==> src/rtl/avalon_sram_frame_reader.sv <==
// avalon_sram_frame_reader: streams a frame buffer from SRAM into a prefetch FIFO and arbitrates host writes
// Optional feature: define FRAME_READER_UNDERFLOW_EN to build the sticky underflow detector.
module avalon_sram_frame_reader #(
    parameter int AVN_AW      = 18,
    parameter int AVN_DW      = 16,
    parameter int FRAME_BASE  = 0,
    parameter int FRAME_WORDS = 76800,
    parameter int FIFO_DEPTH  = 16,
    parameter int LOW_WATER   = 4
) (
    input  logic                  clk,
    input  logic                  reset,
    input  logic                  frame_start,
    output logic                  pix_valid,
    output logic [AVN_DW-1:0]     pix_data,
    input  logic                  pix_ready,
    input  logic                  host_write,
    input  logic [AVN_AW-1:0]     host_address,
    input  logic [AVN_DW-1:0]     host_writedata,
    input  logic [AVN_DW/8-1:0]   host_byteenable,
    output logic                  host_ready,
    output logic                  avn_read,
    output logic                  avn_write,
    output logic [AVN_AW-1:0]     avn_address,
    output logic [AVN_DW-1:0]     avn_writedata,
    output logic [AVN_DW/8-1:0]   avn_byteenable,
    input  logic [AVN_DW-1:0]     avn_readdata,
    output logic                  underflow
);
    localparam int PW = $clog2(FIFO_DEPTH);
    localparam int WW = $clog2(FRAME_WORDS + 1);
    typedef enum logic [1:0] {IDLE, RUN, DONE} state_t;
    state_t state_q, state_d;
    logic [AVN_AW-1:0] addr_q, addr_d;
    logic [WW-1:0] words_q, words_d;
    logic inflight_q, inflight_d;
    logic [PW-1:0] wr_q, wr_d, rd_q, rd_d;
    logic [PW:0] cnt_q, cnt_d;
    logic [AVN_DW-1:0] mem_q [FIFO_DEPTH];
    logic [PW+1:0] level;
    logic credit, low, read_go, write_go, push, pop;
    assign pix_valid      = cnt_q != '0;
    assign pix_data       = mem_q[rd_q];
    assign avn_read       = read_go;
    assign avn_write      = write_go;
    assign host_ready     = write_go;
    assign avn_address    = write_go ? host_address : addr_q;
    assign avn_writedata  = write_go ? host_writedata : '0;
    assign avn_byteenable = write_go ? host_byteenable : '1;
    // Arbitration: starving FIFO beats host, host beats opportunistic prefetch; credit counts the in-flight word
    always_comb begin
        level    = {1'b0, cnt_q} + (PW+2)'(inflight_q);
        credit   = level < (PW+2)'(FIFO_DEPTH);
        low      = level < (PW+2)'(LOW_WATER);
        read_go  = !reset && state_q == RUN && !frame_start && credit && (low || !host_write);
        write_go = !reset && host_write && !read_go;
        push     = inflight_q && !frame_start;
        pop      = pix_valid && pix_ready;
    end
    // Next state: frame_start flushes and restarts; otherwise advance fetch pointer and FIFO
    always_comb begin
        state_d    = state_q;
        addr_d     = addr_q;
        words_d    = words_q;
        inflight_d = read_go;
        wr_d       = wr_q;
        rd_d       = rd_q;
        cnt_d      = cnt_q;
        if (frame_start) begin
            state_d = RUN;
            addr_d  = AVN_AW'(FRAME_BASE);
            words_d = '0;
            wr_d    = '0;
            rd_d    = '0;
            cnt_d   = '0;
        end else begin
            if (read_go) begin
                addr_d  = addr_q + AVN_AW'(1);
                words_d = words_q + WW'(1);
                state_d = (words_q == WW'(FRAME_WORDS - 1)) ? DONE : RUN;
            end
            wr_d  = wr_q + PW'(push);
            rd_d  = rd_q + PW'(pop);
            cnt_d = cnt_q + (PW+1)'(push) - (PW+1)'(pop);
        end
    end
    // Control registers; reset drops any in-flight read
    always_ff @(posedge clk) begin
        if (reset) begin
            state_q    <= IDLE;
            addr_q     <= AVN_AW'(FRAME_BASE);
            words_q    <= '0;
            inflight_q <= 1'b0;
            wr_q       <= '0;
            rd_q       <= '0;
            cnt_q      <= '0;
        end else begin
            state_q    <= state_d;
            addr_q     <= addr_d;
            words_q    <= words_d;
            inflight_q <= inflight_d;
            wr_q       <= wr_d;
            rd_q       <= rd_d;
            cnt_q      <= cnt_d;
        end
    end
    // FIFO storage captures the word returned one cycle after the read strobe
    always_ff @(posedge clk) begin
        if (push) mem_q[wr_q] <= avn_readdata;
    end
`ifdef FRAME_READER_UNDERFLOW_EN
    logic uf_q, uf_d;
    // Sticky flag: consumer wanted a pixel while the frame still had words outstanding
    always_comb begin
        uf_d = frame_start ? 1'b0
             : uf_q | (pix_ready && !pix_valid && (state_q == RUN || (state_q == DONE && inflight_q)));
    end
    // Underflow register
    always_ff @(posedge clk) begin
        if (reset) uf_q <= 1'b0;
        else uf_q <= uf_d;
    end
    assign underflow = uf_q;
`else
    assign underflow = 1'b0;
`endif
endmodule

==> config.mk <==
export PLATFORM = sky130hd
export DESIGN_NAME = avalon_sram_frame_reader
export DESIGN_NICKNAME = d
export VERILOG_FILES = /design/src/rtl/avalon_sram_frame_reader.sv
export SDC_FILE = /design/constraint.sdc
export NUM_CORES = 1
export LEC_CHECK = 0
export CELL_PAD_IN_SITES_DETAIL_PLACEMENT = 1
export CELL_PAD_IN_SITES_GLOBAL_PLACEMENT = 2
export CORE_MARGIN = 3
export CORE_UTILIZATION = 47
export CTS_CLUSTER_DIAMETER = 200
export DETAILED_ROUTE_END_ITERATION = 8
export PLACE_DENSITY = 0.9
export SYNTH_ARGS = -nofsm -noshare
export SYNTH_HDL_FRONTEND = slang
export SYNTH_SLANG_ARGS = --single-unit
==> constraint.sdc <==
create_clock -name clk -period 5.6 [get_ports clk]
set_clock_uncertainty 0.2 [all_clocks]
set_input_delay 1.12 -clock clk [delete_from_list [all_inputs] [get_ports clk]]
set_output_delay 1.12 -clock clk [all_outputs]
set_load 0.01 [all_outputs]
* After elaboration in Yosys (flattened, before gate mapping)
Memories as Yosys holds them, arrays and structs flattened. A register that Yosys moved wholly into a read port is not among the register bits. Index checks and enable logic that the tools add are counted.
Word-level totals: output and inout bits 57, memory bits (writable) 256, memories 1, flip-flop bits (word level) 51
Cells by class: reductions and logical operators 16, $lt $le $gt $ge 2, mux-type cells 9, $add $sub $neg 7, eq/ne operators 2
Memory list:
- mem_q | depth 16, width 16, rd ports 1, clocked after Yosys merged registers in 1, wr ports 1, line 39 | logic [AVN_DW-1:0] mem_q [FIFO_DEPTH];
Operators by type and width (number):
- adder 18 x 1 -> 18 bit, second input constant | 1
- 2-to-1 mux 18 bit | 1
- adder 17 x 1 -> 17 bit, second input constant | 1
- equality test 17 bit, second input constant | 1
- 2-to-1 mux 16 bit | 1
- adder 4 x 1 -> 4 bit | 2
- logical AND 1 bit | 8
- adder 5 x 1 -> 6 bit | 1
- < comparator 6 x 3 -> 1 bit, second input constant | 1
- < comparator 6 x 5 -> 1 bit, second input constant | 1
- adder 5 x 1 -> 5 bit | 1
- nonzero test 5 bit | 1
- subtractor 5 x 1 -> 5 bit | 1
- zero test 1 bit | 4
- 2-to-1 mux 1 bit | 4
- 2-to-1 mux 2 bit | 2
- 2-to-1 mux 4 bit | 1
- equality test 2 x 1 -> 1 bit, second input constant | 1
- nonzero test 2 bit | 1
- OR reduction 2 bit | 1
- logical OR 1 bit | 1

* Depth between registers and ports, before layout
Gate-level depths: netlist (run 1).
depth in word-level cells 8, depth in mapped cells 14, mapped depth without buffers 14

* Worst setup path after synthesis (run 1)
No wires, ideal clock.
path kind input to output, from in reset, to out avn_address[16], path slack 1784 ps, data arrival time 2496 ps, cell stages on the path 7, cell sequence nor2_1 -> and4b_1 -> o211ai_4 -> and3b_1 -> buf_6 -> buf_6 -> mux2_1
On the way: longest elaborated chain between the ends 8
RTL lines:
- start, declared | line 12 | input logic reset,
- zero test 1 bit * | line 55, 56
- logical AND 1 bit (4 in a row) | line 55 | read_go = !reset && state_q == RUN && !frame_start && credit && (low || !host_write);
- zero test 1 bit | line 56 | write_go = !reset && host_write && !read_go;
- logical AND 1 bit * | line 56
- 2-to-1 mux 18 bit * | line 47 | assign avn_address = write_go ? host_address : addr_q;
- end, declared | line 24 | output logic [AVN_AW-1:0] avn_address,
Every way passes the cells marked *; elsewhere a longest branch is shown, timed or not.

* Worst setup path in the final report (run 1)
from in reset, to out avn_address[5]
The elaborated chain is that of the path after synthesis.

==> flow_summary.ini, run 1 <==
[worst_hold_path]
hold_class = reg -> reg

[yosys]
synth_top_flop_cell = edfxtp_1
synth.avg_cell_area_um2 = 17.8
synth.cells.most_frequent = 256 x edfxtp_1, 80 x mux4_2, 51 x dfxtp_1
yosys_register_bits = 307
synth_top_area_cell = edfxtp_1
synthesis.area_um2 = 12600
synth_cell_types = 51
ys_warn_count = 0
synth-seq-area-share = 0.689
synth.top_cell.area_share = 0.608
yosysMostFrequentCell = edfxtp_1
syn-instance-count = 709
synth_fp_nets = 782
async_reset_ff_frac = 0
yosys-top-cells-area = edfxtp_1 61%, mux4_2 14%, dfxtp_1 8.1%
synth_edf_count = 256

[layout]
insertedDiodeCount = 0
area_growth_syn_to_layout_pct = 19.8
fin_nets = 914
fin_util = 0.576
final_layout_size_suffix_gt1_frac = 0.199
n_fill_cell = 2371

[timing]
tightest_slew_ns = 1.29
tns_ns = 0
fin_crit_ns = 5.01
maxSlewHeadroom = 0.141
max_freq_mhz = 200
timing.final.crit_share = 0.895
setup_viol = 0
setup_ws_ns = 0.590
report.final.slew_viol_count = 0
rsz0062_at_grt = false
hold_violations = 0

[setup_path]
worstSetupPathType = in -> out
start_kind = input pin
cp.arrival_ns = 3.69
cp.required_ns = 4.28
worst-path-max-fanout = 38
critPathCaptureType = output pin

[power_and_ir_drop]
worst_ir_drop_vdd_uv = 248
p_leak_nw = 4.81
p_per_area_nw_per_um2 = 334

[placement]
dp_hpwl_um = 18600
portBuffers = 112
gp_congestion = 0.775
pre_cts_ws_ns = 0.592

[outcome]
outcome = completed

[detailed_routing]
antenna_left = 0
routedWlPerCell_um = 24.9
drc = 0
vias = 7062
drt_pass1_iterations = 5
wl_um = 29900
drtIter0Drc = 601
viasPerCell = 5.89

[global_route]
grt_pass1_vias = 7691
antenna_found_initial = 1
gr-total-overflow = 0
grt_usage = 0.208
grt_max_degree = 45
grt_pass1_wl_um = 46100

[die]
io_pins = 114
dieArea_um2 = 28900
rows = 59
fp.dieH_um = 170
fp.dieW_um = 170
start_util = 0.481
core-area_um2 = 26300

[cts]
clock_path_buffers = 3
holdBufCountCts = 0
clk_latency_ns = 0.55
cts_tree = yes
cts.clk_slew.worst_paths_ns = 0.06
clock-root-buffer = clkbuf_16
cts-buffers-inserted = 31
htreeDepth = 1
cts_resized = 0
cts_sinks = 307
post_cts_buffers = 0

[run]
cap_violations = 0
==> final timing paths <==
check	from	to	slack [ns]	cells past startpoint
worst max-delay path	reset	avn_address[5]	0.59	9
worst min-delay path	state_q[1]	state_q[1]	0.28	1
worst max register to register	cnt_q[2]	cnt_q[4]	2.35	14
worst min register to register	state_q[1]	state_q[1]	0.28	1
==> cell type report <==
cell class | count | area (um^2) | area share
flip-flops and latches | 307 | 8710 | 0.575
inverters | 17 | 63.8 | 0.00421
clock inverters | 5 | 53.8 | 0.00355
clock buffers | 52 | 906 | 0.0598
repair buffers | 137 | 1310 | 0.0864
multi-input cells | 347 | 3680 | 0.243
well taps | 335 | 419 | 0.0277
==> flip-flops by register name (all words and copies together) (netlist names) <==
name,cells
addr_q,18
cnt_q,5
inflight_q,1
mem_q,256
rd_q,4
state_q,2
words_q,17
wr_q,4
==> routing by layer <==
layer,share of wire,global-route usage
met1,0.40,0.269
met2,0.53,0.380
met3,0.052,0.0318
met4,0.014,0.0346
met5,0.00067,0
==> worst max-delay path, cell delays in order <==
cell and delay, ns:
clkdlybuf4s50_1 0.54, nor2_1 0.07, buf_4 0.18, and4b_1 0.24, o211ai_4 0.10, and3b_1 0.18
buf_4 0.37, mux2_2 0.39, clkdlybuf4s50_1 0.48
==> through the flow <==
step	power (mW)	instance area [um^2]	hold slack, ns	instances
floorplan	2.95	12600	0.232	709
global placement	3.13	14200	0.256	1143
detailed placement	3.17	14200	0.260	1143
CTS	5.12	15100	0.277	1200
global route	5.25	15100	0.295	1200
finish	5.06	15100	0.276	1200
==> cells by family after synthesis <==
| logic type | Yosys count | share of synthesized area |
|---|---|---|
| other | 1 | 0.000297 |
| and+or+nand+nor | 145 | 0.0633 |
| adders and majority gates | 16 | 0.0164 |
| buffers and inverters | 55 | 0.0213 |
| xor gates and xnor gates | 9 | 0.00683 |
| AOI/OAI and AO/OA | 76 | 0.0398 |
| muxes | 100 | 0.163 |
| DFF | 307 | 0.689 |
==> cell usage in the layout, fill, tap and decap left out, types with 7 or more instances in the layout <==
| master | synthesis | layout |
|---|---|---|
| and2_1 | 23 | 23 |
| nand4_1 | 8 | 8 |
| nand3_1 | 20 | 20 |
| clkbuf_1 | 14 | 17 |
| or3_1 | 13 | 13 |
| buf_4 | 3 | 25 |
| clkbuf_16 | 0 | 32 |
| or4_1 | 15 | 15 |
| clkdlybuf4s50_1 | 0 | 112 |
| mux4_2 | 80 | 80 |
| nand2_1 | 17 | 17 |
| mux2_4 | 10 | 10 |
| mux2_2 | 7 | 7 |
| dfxtp_1 | 51 | 49 |
| nor2_1 | 27 | 27 |
| ha_1 | 15 | 15 |
| edfxtp_1 | 256 | 256 |
| inv_1 | 17 | 17 |
| o21ai_0 | 14 | 14 |
| a21oi_1 | 30 | 30 |
| o31ai_1 | 17 | 17 |
==> power by group <==
group / total (mW) / internal [mW] / leakage [nW] / switching, mW
clock: 1.95 / 1.14 / 0.463 / 0.809
sequential: 2.55 / 2.49 / 2.71 / 0.0617
combinational: 0.561 / 0.325 / 1.63 / 0.236
total: 5.06 / 3.96 / 4.81 / 1.11
Note: power is estimated with default switching activity, not from simulation.
==> run 2, diff against run 1 <==
--- a/config.mk
+++ b/config.mk
@@ -12,6 +12,7 @@
 export CTS_CLUSTER_DIAMETER = 200
 export DETAILED_ROUTE_END_ITERATION = 8
 export PLACE_DENSITY = 0.9
+export SKIP_LAST_GASP = 1
 export SYNTH_ARGS = -nofsm -noshare
 export SYNTH_HDL_FRONTEND = slang
 export SYNTH_SLANG_ARGS = --single-unit
==> results of run 2 <==
No change in the layout: final DEF, timing and power equal those of run 1.
